### src/rtl/ncl_steer_pkg.sv
// rtl/ncl_steer_pkg.sv - shared types and constants for the clocked-to-NCL steer source
package ncl_steer_pkg;

    typedef enum logic [1:0] {
        IDLE   = 2'd0,
        DATA   = 2'd1,
        NULL_W = 2'd2
    } state_t;

    // Dual-rail encodings: bit 1 is the TRUE rail, bit 0 the FALSE rail.
    localparam logic [1:0] DR_NULL  = 2'b00;
    localparam logic [1:0] DR_FALSE = 2'b01;
    localparam logic [1:0] DR_TRUE  = 2'b10;

    // Steer destinations, in binary as presented on in_sel.
    localparam logic [1:0] S = 2'd0;
    localparam logic [1:0] T = 2'd1;
    localparam logic [1:0] U = 2'd2;
    localparam logic [1:0] V = 2'd3;

    function automatic logic [1:0] dr_encode(input logic b);
        return b ? DR_TRUE : DR_FALSE;
    endfunction

    function automatic logic [3:0] steer_onehot(input logic [1:0] sel);
        logic [3:0] oh;
        oh = 4'b0000;
        case (sel)
            S: oh = 4'b0001;
            T: oh = 4'b0010;
            U: oh = 4'b0100;
            V: oh = 4'b1000;
        endcase
        return oh;
    endfunction

endpackage

### src/rtl/ncl_comp_sync.sv
// rtl/ncl_comp_sync.sv - flop-chain synchronizer for an asynchronous NCL completion signal
module ncl_comp_sync #(
    parameter int SYNC_STAGES = 2
) (
    input  logic clk,
    input  logic init,
    input  logic din,
    output logic dout
);

    logic [SYNC_STAGES-1:0] chain;

    // Shift the completion level through the chain; init clears it to the NULL level.
    always_ff @(posedge clk or posedge init) begin
        if (init) begin
            chain <= '0;
        end else begin
            chain <= {chain[SYNC_STAGES-2:0], din};
        end
    end

    assign dout = chain[SYNC_STAGES-1];

endmodule

### src/rtl/steer_sync_src.sv
// rtl/steer_sync_src.sv - valid/ready token source driving DATA/NULL wavefronts into the 4-way steer
module steer_sync_src
    import ncl_steer_pkg::*;
#(
    parameter int SYNC_STAGES    = 2,
    parameter int TIMEOUT_CYCLES = 1024,
    parameter int CNT_W          = 16
) (
    input  logic             clk,
    input  logic             init,
    input  logic             in_valid,
    output logic             in_ready,
    input  logic [1:0]       in_sel,
    input  logic             in_bit,
    output logic [1:0]       A,
    input  logic             ACOMP,
    output logic [3:0]       steerin,
    input  logic             steerinCOMP,
    output logic             busy,
    output logic             err,
    output logic [CNT_W-1:0] xfer_count
);

    localparam int WAIT_W = $clog2(TIMEOUT_CYCLES + 1);

    state_t            state;
    state_t            state_nxt;
    logic              sync_a;
    logic              sync_s;
    logic              ack_data;
    logic              ack_null;
    logic              buf_full;
    logic [1:0]        buf_sel;
    logic              buf_bit;
    logic              accept;
    logic              issue;
    logic              cnt_inc;
    logic [1:0]        a_nxt;
    logic [3:0]        steer_nxt;
    logic [WAIT_W-1:0] wait_cnt;

    ncl_comp_sync #(.SYNC_STAGES(SYNC_STAGES)) u_sync_a (
        .clk  (clk),
        .init (init),
        .din  (ACOMP),
        .dout (sync_a)
    );

    ncl_comp_sync #(.SYNC_STAGES(SYNC_STAGES)) u_sync_s (
        .clk  (clk),
        .init (init),
        .din  (steerinCOMP),
        .dout (sync_s)
    );

    // A mismatched pair of completions is neither ack, so the FSM simply holds.
    assign ack_data = sync_a & sync_s;
    assign ack_null = ~sync_a & ~sync_s;

    assign in_ready = ~buf_full;
    assign accept   = in_valid & in_ready;
    assign busy     = (state != IDLE);

    // Next-state and next-wavefront selection; the buffered token is older, so it wins.
    always_comb begin
        state_nxt = state;
        a_nxt     = A;
        steer_nxt = steerin;
        issue     = 1'b0;
        cnt_inc   = 1'b0;
        case (state)
            IDLE: begin
                if (ack_null && (buf_full || accept)) begin
                    issue     = 1'b1;
                    state_nxt = DATA;
                    if (buf_full) begin
                        a_nxt     = dr_encode(buf_bit);
                        steer_nxt = steer_onehot(buf_sel);
                    end else begin
                        a_nxt     = dr_encode(in_bit);
                        steer_nxt = steer_onehot(in_sel);
                    end
                end
            end
            DATA: begin
                if (ack_data) begin
                    state_nxt = NULL_W;
                    a_nxt     = DR_NULL;
                    steer_nxt = 4'b0000;
                end
            end
            NULL_W: begin
                if (ack_null) begin
                    state_nxt = IDLE;
                    cnt_inc   = 1'b1;
                end
            end
            default: begin
                state_nxt = IDLE;
                a_nxt     = DR_NULL;
                steer_nxt = 4'b0000;
            end
        endcase
    end

    // State and registered wavefront outputs; init drops both to NULL immediately.
    always_ff @(posedge clk or posedge init) begin
        if (init) begin
            state   <= IDLE;
            A       <= DR_NULL;
            steerin <= 4'b0000;
        end else begin
            state   <= state_nxt;
            A       <= a_nxt;
            steerin <= steer_nxt;
        end
    end

    // One-entry holding buffer: filled by any acceptance not issued straight away.
    always_ff @(posedge clk or posedge init) begin
        if (init) begin
            buf_full <= 1'b0;
            buf_sel  <= 2'd0;
            buf_bit  <= 1'b0;
        end else if (issue && buf_full) begin
            buf_full <= 1'b0;
        end else if (accept && !issue) begin
            buf_full <= 1'b1;
            buf_sel  <= in_sel;
            buf_bit  <= in_bit;
        end
    end

    // Completed DATA+NULL cycles, wrapping at the counter width.
    always_ff @(posedge clk or posedge init) begin
        if (init) begin
            xfer_count <= '0;
        end else if (cnt_inc) begin
            xfer_count <= xfer_count + CNT_W'(1);
        end
    end

    // Wait-state watchdog: flags err once but never abandons the wavefront.
    always_ff @(posedge clk or posedge init) begin
        if (init) begin
            wait_cnt <= '0;
            err      <= 1'b0;
        end else if (state == IDLE || state_nxt != state) begin
            wait_cnt <= '0;
        end else if (wait_cnt != WAIT_W'(TIMEOUT_CYCLES)) begin
            wait_cnt <= wait_cnt + 1'b1;
            if (wait_cnt == WAIT_W'(TIMEOUT_CYCLES - 1)) begin
                err <= 1'b1;
            end
        end
    end

endmodule

### config.mk
export PLATFORM = sky130hd
export DESIGN_NAME = steer_sync_src
export DESIGN_NICKNAME = d
export VERILOG_FILES = /design/src/rtl/ncl_steer_pkg.sv /design/src/rtl/ncl_comp_sync.sv /design/src/rtl/steer_sync_src.sv
export SDC_FILE = /design/constraint.sdc
export NUM_CORES = 1
export LEC_CHECK = 0
export BUFFER_PORTS_ARGS = -buffer_cell sky130_fd_sc_hd__buf_2
export CORE_MARGIN = 2
export CORE_UTILIZATION = 55
export DETAILED_ROUTE_END_ITERATION = 8
export PLACE_DENSITY = 0.78
export SYNTH_ARGS = -nofsm -noshare
export SYNTH_HDL_FRONTEND = slang
export SYNTH_SLANG_ARGS = --single-unit
### constraint.sdc
create_clock -name clk -period 2.3 [get_ports clk]
set_input_delay 0.23 -clock clk [delete_from_list [all_inputs] [get_ports clk]]
set_output_delay 0.23 -clock clk [all_outputs]
set_load 0.02 [all_outputs]
==> results of run 1 <==
worst min-delay path by stage:
stage	endpoint	slack, ns
floorplan	u_sync_a.chain[0]	0.26
global placement	u_sync_a.chain[1]	0.33
detailed placement	u_sync_s.chain[0]	0.34
CTS	u_sync_s.chain[0]	0.03
global route	u_sync_s.chain[0]	0.02
finish	u_sync_s.chain[0]	0.03
cell type report:
cell class / instances / area, um^2
timing repair buffer: 33 / 168
inverter: 10 / 37.5
multi-input combinational: 129 / 931
clock buffer: 6 / 72.6
tap: 48 / 60.1
fill: 292 / 1290
sequential: 44 / 1100
clock inverter: 1 / 5.00
cell usage in the layout, fill, tap and decap left out, types with 2 or more instances in the layout:
cell       n
clkbuf_8   5
nor3_1     7
buf_2     32
o21ai_0    6
dfrtp_1   44
nor4b_4    2
xnor2_1   14
mux2_2     8
nand4_1    6
nor4_1     3
ha_1       3
nor2_1    17
nand3_1    8
nand2_1   12
or3_1      4
nand3b_1   2
mux2i_1    3
a21oi_1    7
and2_1     2
inv_1     10
nand2b_1   3
xor2_1     7
metrics by stage:
step                      hold WS, ns  power, uW
after CTS                      0.0281       2040
after global placement          0.335       1580
after floorplan                 0.261       1450
final                          0.0348       2020
after global routing           0.0190       2150
after detailed placement        0.339       1590
per-layer routing:
metal / up-vias / track usage / part of all wire
met5: - / 0 / 0
met4: 0 / 0.0703 / 0.013
met3: 5 / 0.0514 / 0.050
met2: 34 / 0.274 / 0.45
met1: 680 / 0.253 / 0.49
li1: 721 / - / -
cells by family (layout without fill, tap and decap cells):
group                      count (synthesis)  in the layout  share of synthesized area
AOI/OAI and AO/OA                         19             19                     0.0647
muxes                                     11             11                     0.0575
adders and majority gates                  3              3                     0.0180
and+or+nand+nor                           75             75                      0.217
xor gates and xnor gates                  21             21                     0.0881
buffers and inverters                     13             50                     0.0270
DFF                                       44             44                      0.527
worst max-delay path, cell delays in order (launching register included):
cell,delay (ns)
dfrtp_1,0.47
or2_0,0.48
nor3_1,0.12
nor3b_1,0.41
mux2_2,0.38
power groups by stage:
stage,logic (uW),clock network (uW),registers [uW]
floorplan,358,0,1090
global placement,545,0,1040
detailed placement,550,0,1040
CTS,554,462,1020
global route,610,489,1050
finish,547,443,1020
flip-flops by register name, summed over array words and instances, names as in the netlist:
register	count
buf_sel	2
state	2
buf_bit	1
A	2
u_sync_s.chain	2
steerin	4
xfer_count	16
err	1
wait_cnt	11
buf_full	1
u_sync_a.chain	2
==> impl_metrics.ini, run 1 <==
[critical_path]
rrSetupSlack_ns = 0.31
cp_data_arrival_time_ns = 2.16
r2r_cells = 4
cp-start-kind = flop
reg2reg_from = state[0]
endpoint_kind = flop
startpoint = state[0]
crit_required_ns = 2.47
regToRegEndpoint = buf_bit
critPathCapture = buf_bit
path_class = flop to flop
cp_max_fo = 9

[clocking]
clkLatencyLatePin_ns = 0.29
cts.hold.buffers_added = 0
post-cts-setup-buffer-count = 0
htreeDepth = 2
clock_path_buffers = 2
cts_tree = built
cts_resized = 0
clock-sinks = 44
clk_pin_slew_worst_paths_ns = 0.08
cts_root_buffer = clkbuf_8
cts_made_buffers = 5

[logic_synthesis]
seq_area_frac_synth = 0.527
ys_seq_elements = 44
synth_area_um2 = 2090
synth_area_leaders = dfrtp_1 53%, xnor2_1 5.9%, mux2_2 4.3%
yosysMostFrequentCell = dfrtp_1
syn-instance-count = 186
yosys.area.top_type = dfrtp_1
synth.avg_cell_area_um2 = 11.2
synth_common_cells = 44 x dfrtp_1, 17 x nor2_1, 14 x xnor2_1, 12 x nand2_1, 10 x inv_1
synthArstFlopShare = 1.00
ys.flop_type = dfrtp_1
synth.distinct_cells = 37
yosysWarnings = 0
synth_edf_count = 0
syn_nets = 197
netlist.area_leader.share = 0.527

[timing]
fin_tns_setup_ns = 0
worst_pin_slew_ns = 0.541
clock_skew_ns = 0.0117
max_freq_mhz = 503
fin_ws_ns = 0.311
rsz0062_at_grt = no
hold_violations = 0
slew_headroom = 0.639
post-route-period-util = 0.865
slew_viol_final = 0
setup_viol = 0
layout_min_cycle_time_ns = 1.99

[global_route]
gr-total-overflow = 0
grt_start_max_net_pins = 45
antenna_found_initial = 0
grt_use_total = 0.183
grt_pass1_vias = 1325
grt_first_pass_wirelength_um = 5960

[floorplanning]
core_um2 = 3660
initial_core_util = 0.570
die-area_um2 = 4310
die_w_um = 65.6
num_rows = 22
ios = 33
die_h_um = 65.6

[placed_design]
gp_congestion = 0.753
preCtsSetupSlack_ns = 0.368
placed_cells = 264
placed_area_um2 = 2300
io_buffers = 32
dp_hpwl_um = 2390

[route]
vias = 1440
via_per_inst = 5.31
detail_route.first_pass.iterations = 4
drc_errors = 0
detail_route.wl_per_cell_um = 12.3
routed_wl_um = 3340
drtIter0Drc = 89
ant_nets = 0

[hold_path]
hold_path_class = primary input to flop
hold_path_depth = 1
hp-start = steerinCOMP

[final_layout]
drive_above_1_share = 0.251
area_delta_synth_final_pct = 13.7
n_antenna_cell = 0
design_area_um2 = 2370
final_core_util = 0.649
fin_cells = 271
nNetsFinal = 234

[power]
leakagePower_uw = 0.00117
p_per_area_nw_per_um2 = 849
pwr-share-clk = 0.220
internal_power_uw = 1340
switching_share = 0.333
p_seq_frac = 0.508
power_switching_uw = 671
comb_power_share = 0.272
ir_worst_vdd_v = 0.000642

[run]
max_cap_violations = 0

[outcome]
status = finished, final reports clean
(Power assumes the default switching activity.)
==> inputs of run 2 (changes only) <==
--- a/config.mk
+++ b/config.mk
@@ -7,9 +7,9 @@
 export LEC_CHECK = 0
 export BUFFER_PORTS_ARGS = -buffer_cell sky130_fd_sc_hd__buf_2
 export CORE_MARGIN = 2
-export CORE_UTILIZATION = 55
+export CORE_UTILIZATION = 50
 export DETAILED_ROUTE_END_ITERATION = 8
-export PLACE_DENSITY = 0.78
+export PLACE_DENSITY = 0.72
 export SYNTH_ARGS = -nofsm -noshare
 export SYNTH_HDL_FRONTEND = slang
 export SYNTH_SLANG_ARGS = --single-unit
==> impl_metrics.ini, run 2 (synthesis gave the netlist of run 1 again) <==
[critical_path]
crit_chain = or2_0, o41ai_4, mux2_2
cp_data_arrival_time_ns = 2.11
endpoint_kind = flop
cp-start-kind = flop
cp_max_fo = 9
critical_path.top_delay_family = compound AO/OA/AOI/OAI gates
crit_slowest_cell = o41ai_4
worst-path-buf-inv = 0
crit_required_ns = 2.48
cp_slowest_stage_delay_ns = 0.56
path_class = flop to flop

[power]
ir_worst_vdd_v = 0.000548
p_seq_frac = 0.464
leakagePower_uw = 0.00120
pwr-share-clk = 0.284
power_switching_uw = 682
switching_share = 0.309
internal_power_uw = 1520
comb_power_share = 0.252
p_per_area_nw_per_um2 = 902

[final_layout]
nNetsFinal = 236
fin_cells = 276
area_delta_synth_final_pct = 17.0
drive_above_1_share = 0.261
layout_commonest_cell = dfrtp_1
reg_top3 = xfer_count (16), wait_cnt (11), steerin (4)
regMostFlops = xfer_count
n_antenna_cell = 0
most-common-layout-cells = 44 x dfrtp_1, 32 x buf_2, 17 x nor2_1
final_core_util = 0.611
largest_reg_flops = 16

[floorplanning]
num_rows = 23
die-area_um2 = 4710
ios = 33
die_h_um = 68.6
die_w_um = 68.6
initial_core_util = 0.522
core_um2 = 4000

[global_route]
grt_start_max_net_pins = 22
grt_first_pass_wirelength_um = 6150
grt_use_total = 0.176
antenna_found_initial = 0
grt_pass1_vias = 1359
gr-total-overflow = 0

[timing]
hold_violations = 0
worst_pin_slew_ns = 0.508
fin_tns_setup_ns = 0
post-route-period-util = 0.840
rsz0062_at_grt = no
clock_skew_ns = 0.00283
slew_viol_final = 0
hold_ws_ns = 0.0433
setup_viol = 0
fin_ws_ns = 0.369
layout_min_cycle_time_ns = 1.93
slew_headroom = 0.660
max_freq_mhz = 518

[route]
detail_route.wl_per_cell_um = 12.7
drtIter0Drc = 103
ant_nets = 0
via_per_inst = 5.32
vias = 1468
detail_route.first_pass.iterations = 4
routed_wl_um = 3510
drc_errors = 0

[placed_design]
gp_congestion = 0.757
io_buffers = 32
preCtsSetupSlack_ns = 0.376
placed_cells = 267
dp_hpwl_um = 2680

[outcome]
status = finished, final reports clean

[clocking]
clock-sinks = 44
cts_tree = built
clkLatencyLatePin_ns = 0.29
clk_pin_slew_worst_paths_ns = 0.08
cts_made_buffers = 5
post-cts-setup-buffer-count = 0
cts_root_buffer = clkbuf_8
htreeDepth = 2
clock_path_buffers = 2

[hold_path]
hold_path_class = primary input to flop

[run]
max_cap_violations = 0
==> run 2: stage by stage <==
step	instance area [um^2]	total power [uW]
2_1_floorplan	2090	1450
3_3_place_gp	2310	1590
3_5_place_dp	2310	1600
4_1_cts	2440	2230
5_1_grt	2440	2350
6_report	2440	2210
==> run 2: final timing paths <==
check | from | end | slack (ns) | depth (start not counted)
min | steerinCOMP | u_sync_s.chain[0] | 0.04 | 1
max reg2reg | state[1] | steerin[3] | 0.37 | 3
max | state[1] | steerin[3] | 0.37 | 3
min reg2reg | u_sync_a.chain[0] | u_sync_a.chain[1] | 0.36 | 0
max in group asynchronous | init | buf_full | 1.34 | 4
min in group asynchronous | init | wait_cnt[9] | 0.41 | 3
==> run 2: routing by layer <==
metal / vias to the layer above / global-route usage / share of wire
li1: 724 / - / -
met1: 719 / 0.244 / 0.48
met2: 19 / 0.274 / 0.48
met3: 6 / 0.0438 / 0.031
met4: 0 / 0.0525 / 0.011
met5: - / 0 / 0
==> run 2: final cells by class <==
cell class,count,area (um^2)
clock buffer,7,96.3
clock inverter,1,30.0
fill,341,1560
inverter,10,37.5
multi-input combinational,129,931
sequential,44,1100
tap,50,62.6
timing repair buffer,35,185
==> run 2: power by group through the flow <==
stage | registers, uW | clock network, uW | logic (uW)
floorplan | 1090 | 0 | 358
global placement | 1040 | 0 | 552
detailed placement | 1040 | 0 | 564
CTS | 1020 | 639 | 566
global route | 1050 | 676 | 620
finish | 1020 | 626 | 556
==> run 2: timing repair <==
item / in CTS / in global routing
endpoints found under the hold margin: 9 / 0
resized for setup: 0 / 0
hold buffers: 1 / 0
==> inputs of run 3 (changes only) <==
==> constraint.sdc (replaced) <==
create_clock -name clk -period 2 [get_ports clk]
set_input_delay 0.2 -clock clk [delete_from_list [all_inputs] [get_ports clk]]
set_output_delay 0.2 -clock clk [all_outputs]
set_load 0.02 [all_outputs]
==> impl_metrics.ini, run 3 (synthesis gave the netlist of run 1 again) <==
[outcome]
status = finished, final reports clean

[timing]
slew_headroom = 0.647
hold_ws_ns = 0.0126
setup_viol = 0
max_freq_mhz = 554
clock_skew_ns = 0.00401
worst_pin_slew_ns = 0.529
rsz0062_at_grt = no
slew_viol_final = 0
layout_min_cycle_time_ns = 1.81
hold_violations = 0
post-route-period-util = 0.903
fin_tns_setup_ns = 0

[floorplanning]
die_h_um = 68.6
die-area_um2 = 4710
initial_core_util = 0.522
num_rows = 23
core_um2 = 4000
ios = 33
die_w_um = 68.6

[route]
ant_nets = 0
vias = 1467
detail_route.first_pass.iterations = 4
detail_route.wl_per_cell_um = 14.1
drtIter0Drc = 90
routed_wl_um = 3910
via_per_inst = 5.28
drc_errors = 0

[power]
ir_worst_vdd_v = 0.000671
pwr-share-clk = 0.335
leakagePower_uw = 0.00122
internal_power_uw = 1950
p_per_area_nw_per_um2 = 1110
switching_share = 0.297
power_switching_uw = 825
power_uw = 2770
p_seq_frac = 0.426
comb_power_share = 0.239

[placed_design]
gp_congestion = 0.778
io_buffers = 32
dp_hpwl_um = 2660
placed_cells = 268

[final_layout]
drive_above_1_share = 0.263
layout_commonest_cell = dfrtp_1
final_core_util = 0.623
area_delta_synth_final_pct = 19.4
fin_cells = 278
reg_top3 = xfer_count (16), wait_cnt (11), steerin (4)
nNetsFinal = 238
n_antenna_cell = 0
largest_reg_flops = 16
regMostFlops = xfer_count
most-common-layout-cells = 44 x dfrtp_1, 32 x buf_2, 17 x nor2_1

[critical_path]
cp_data_arrival_time_ns = 2.00
endpoint_kind = flop
reg2reg_from = state[0]
path_class = flop to flop
startpoint = state[0]
crit_required_ns = 2.19
cp-start-kind = flop
cp_max_fo = 7

[global_route]
gr-total-overflow = 0
grt_first_pass_wirelength_um = 6430
grt_start_max_net_pins = 45
antenna_found_initial = 0
grt_pass1_vias = 1396
grt_use_total = 0.189

[clocking]
clk_pin_slew_worst_paths_ns = 0.08
cts_made_buffers = 5
clock-sinks = 44
clkLatencyLatePin_ns = 0.30
htreeDepth = 2
clock_path_buffers = 2
cts_root_buffer = clkbuf_8
cts_tree = built

[hold_path]
hold_path_class = primary input to asynchronous set/reset pin

[run]
max_cap_violations = 0
[run 3: path summary, 6_finish.rpt]
path | end | slack, ns | depth (start not counted)
min in group clk | buf_bit | 0.14 | 2
worst min-delay path | xfer_count[6] | 0.01 | 3
worst max-delay path | A[1] | 0.19 | 3
worst max register to register | A[1] | 0.19 | 3
worst min register to register | u_sync_s.chain[1] | 0.36 | 0
max in group asynchronous | xfer_count[7] | 1.63 | 3
[run 3: metrics by stage]
step / setup slack (ns) / area [um^2]
floorplan: 0.267 / 2090
global placement: 0.244 / 2310
detailed placement: 0.189 / 2310
CTS: 0.185 / 2480
global route: 0.0797 / 2490
finish: 0.193 / 2490
[run 3: worst max-delay path, cell delays in order (launching register included)]
cell	delay (ns)
dfrtp_1	0.47
or2_0	0.31
o41ai_4	0.52
mux2_2	0.40
[run 3: power by group through the flow]
stage / registers [uW] / logic [uW] / clock network, uW
3_3_place_gp: 1190 / 647 / 0
2_1_floorplan: 1250 / 412 / 0
5_1_grt: 1200 / 734 / 990
4_1_cts: 1180 / 667 / 947
3_5_place_dp: 1200 / 663 / 0
6_report: 1180 / 662 / 930
[run 3: per-layer routing]
| layer | part of all wire | vias up | track usage |
|---|---|---|---|
| li1 | - | 731 | - |
| met5 | 0 | - | 0 |
| met2 | 0.50 | 24 | 0.298 |
| met1 | 0.45 | 705 | 0.249 |
| met4 | 0.019 | 0 | 0.0925 |
| met3 | 0.030 | 7 | 0.0390 |
[run 3: layout make-up]
cell class / instances / area [um^2]
fill: 334 / 1510
timing repair buffer: 37 / 203
clock inverter: 3 / 90.1
clock buffer: 5 / 68.8
inverter: 10 / 37.5
tap: 50 / 62.6
sequential: 44 / 1100
multi-input combinational: 129 / 931
[run 3: timing repair]
item / 4_1_cts / 5_1_grt
hold endpoints to repair: 1 / 1
setup buffers: 0 / 0
resized for setup: 0 / 0
hold buffers: 1 / 1
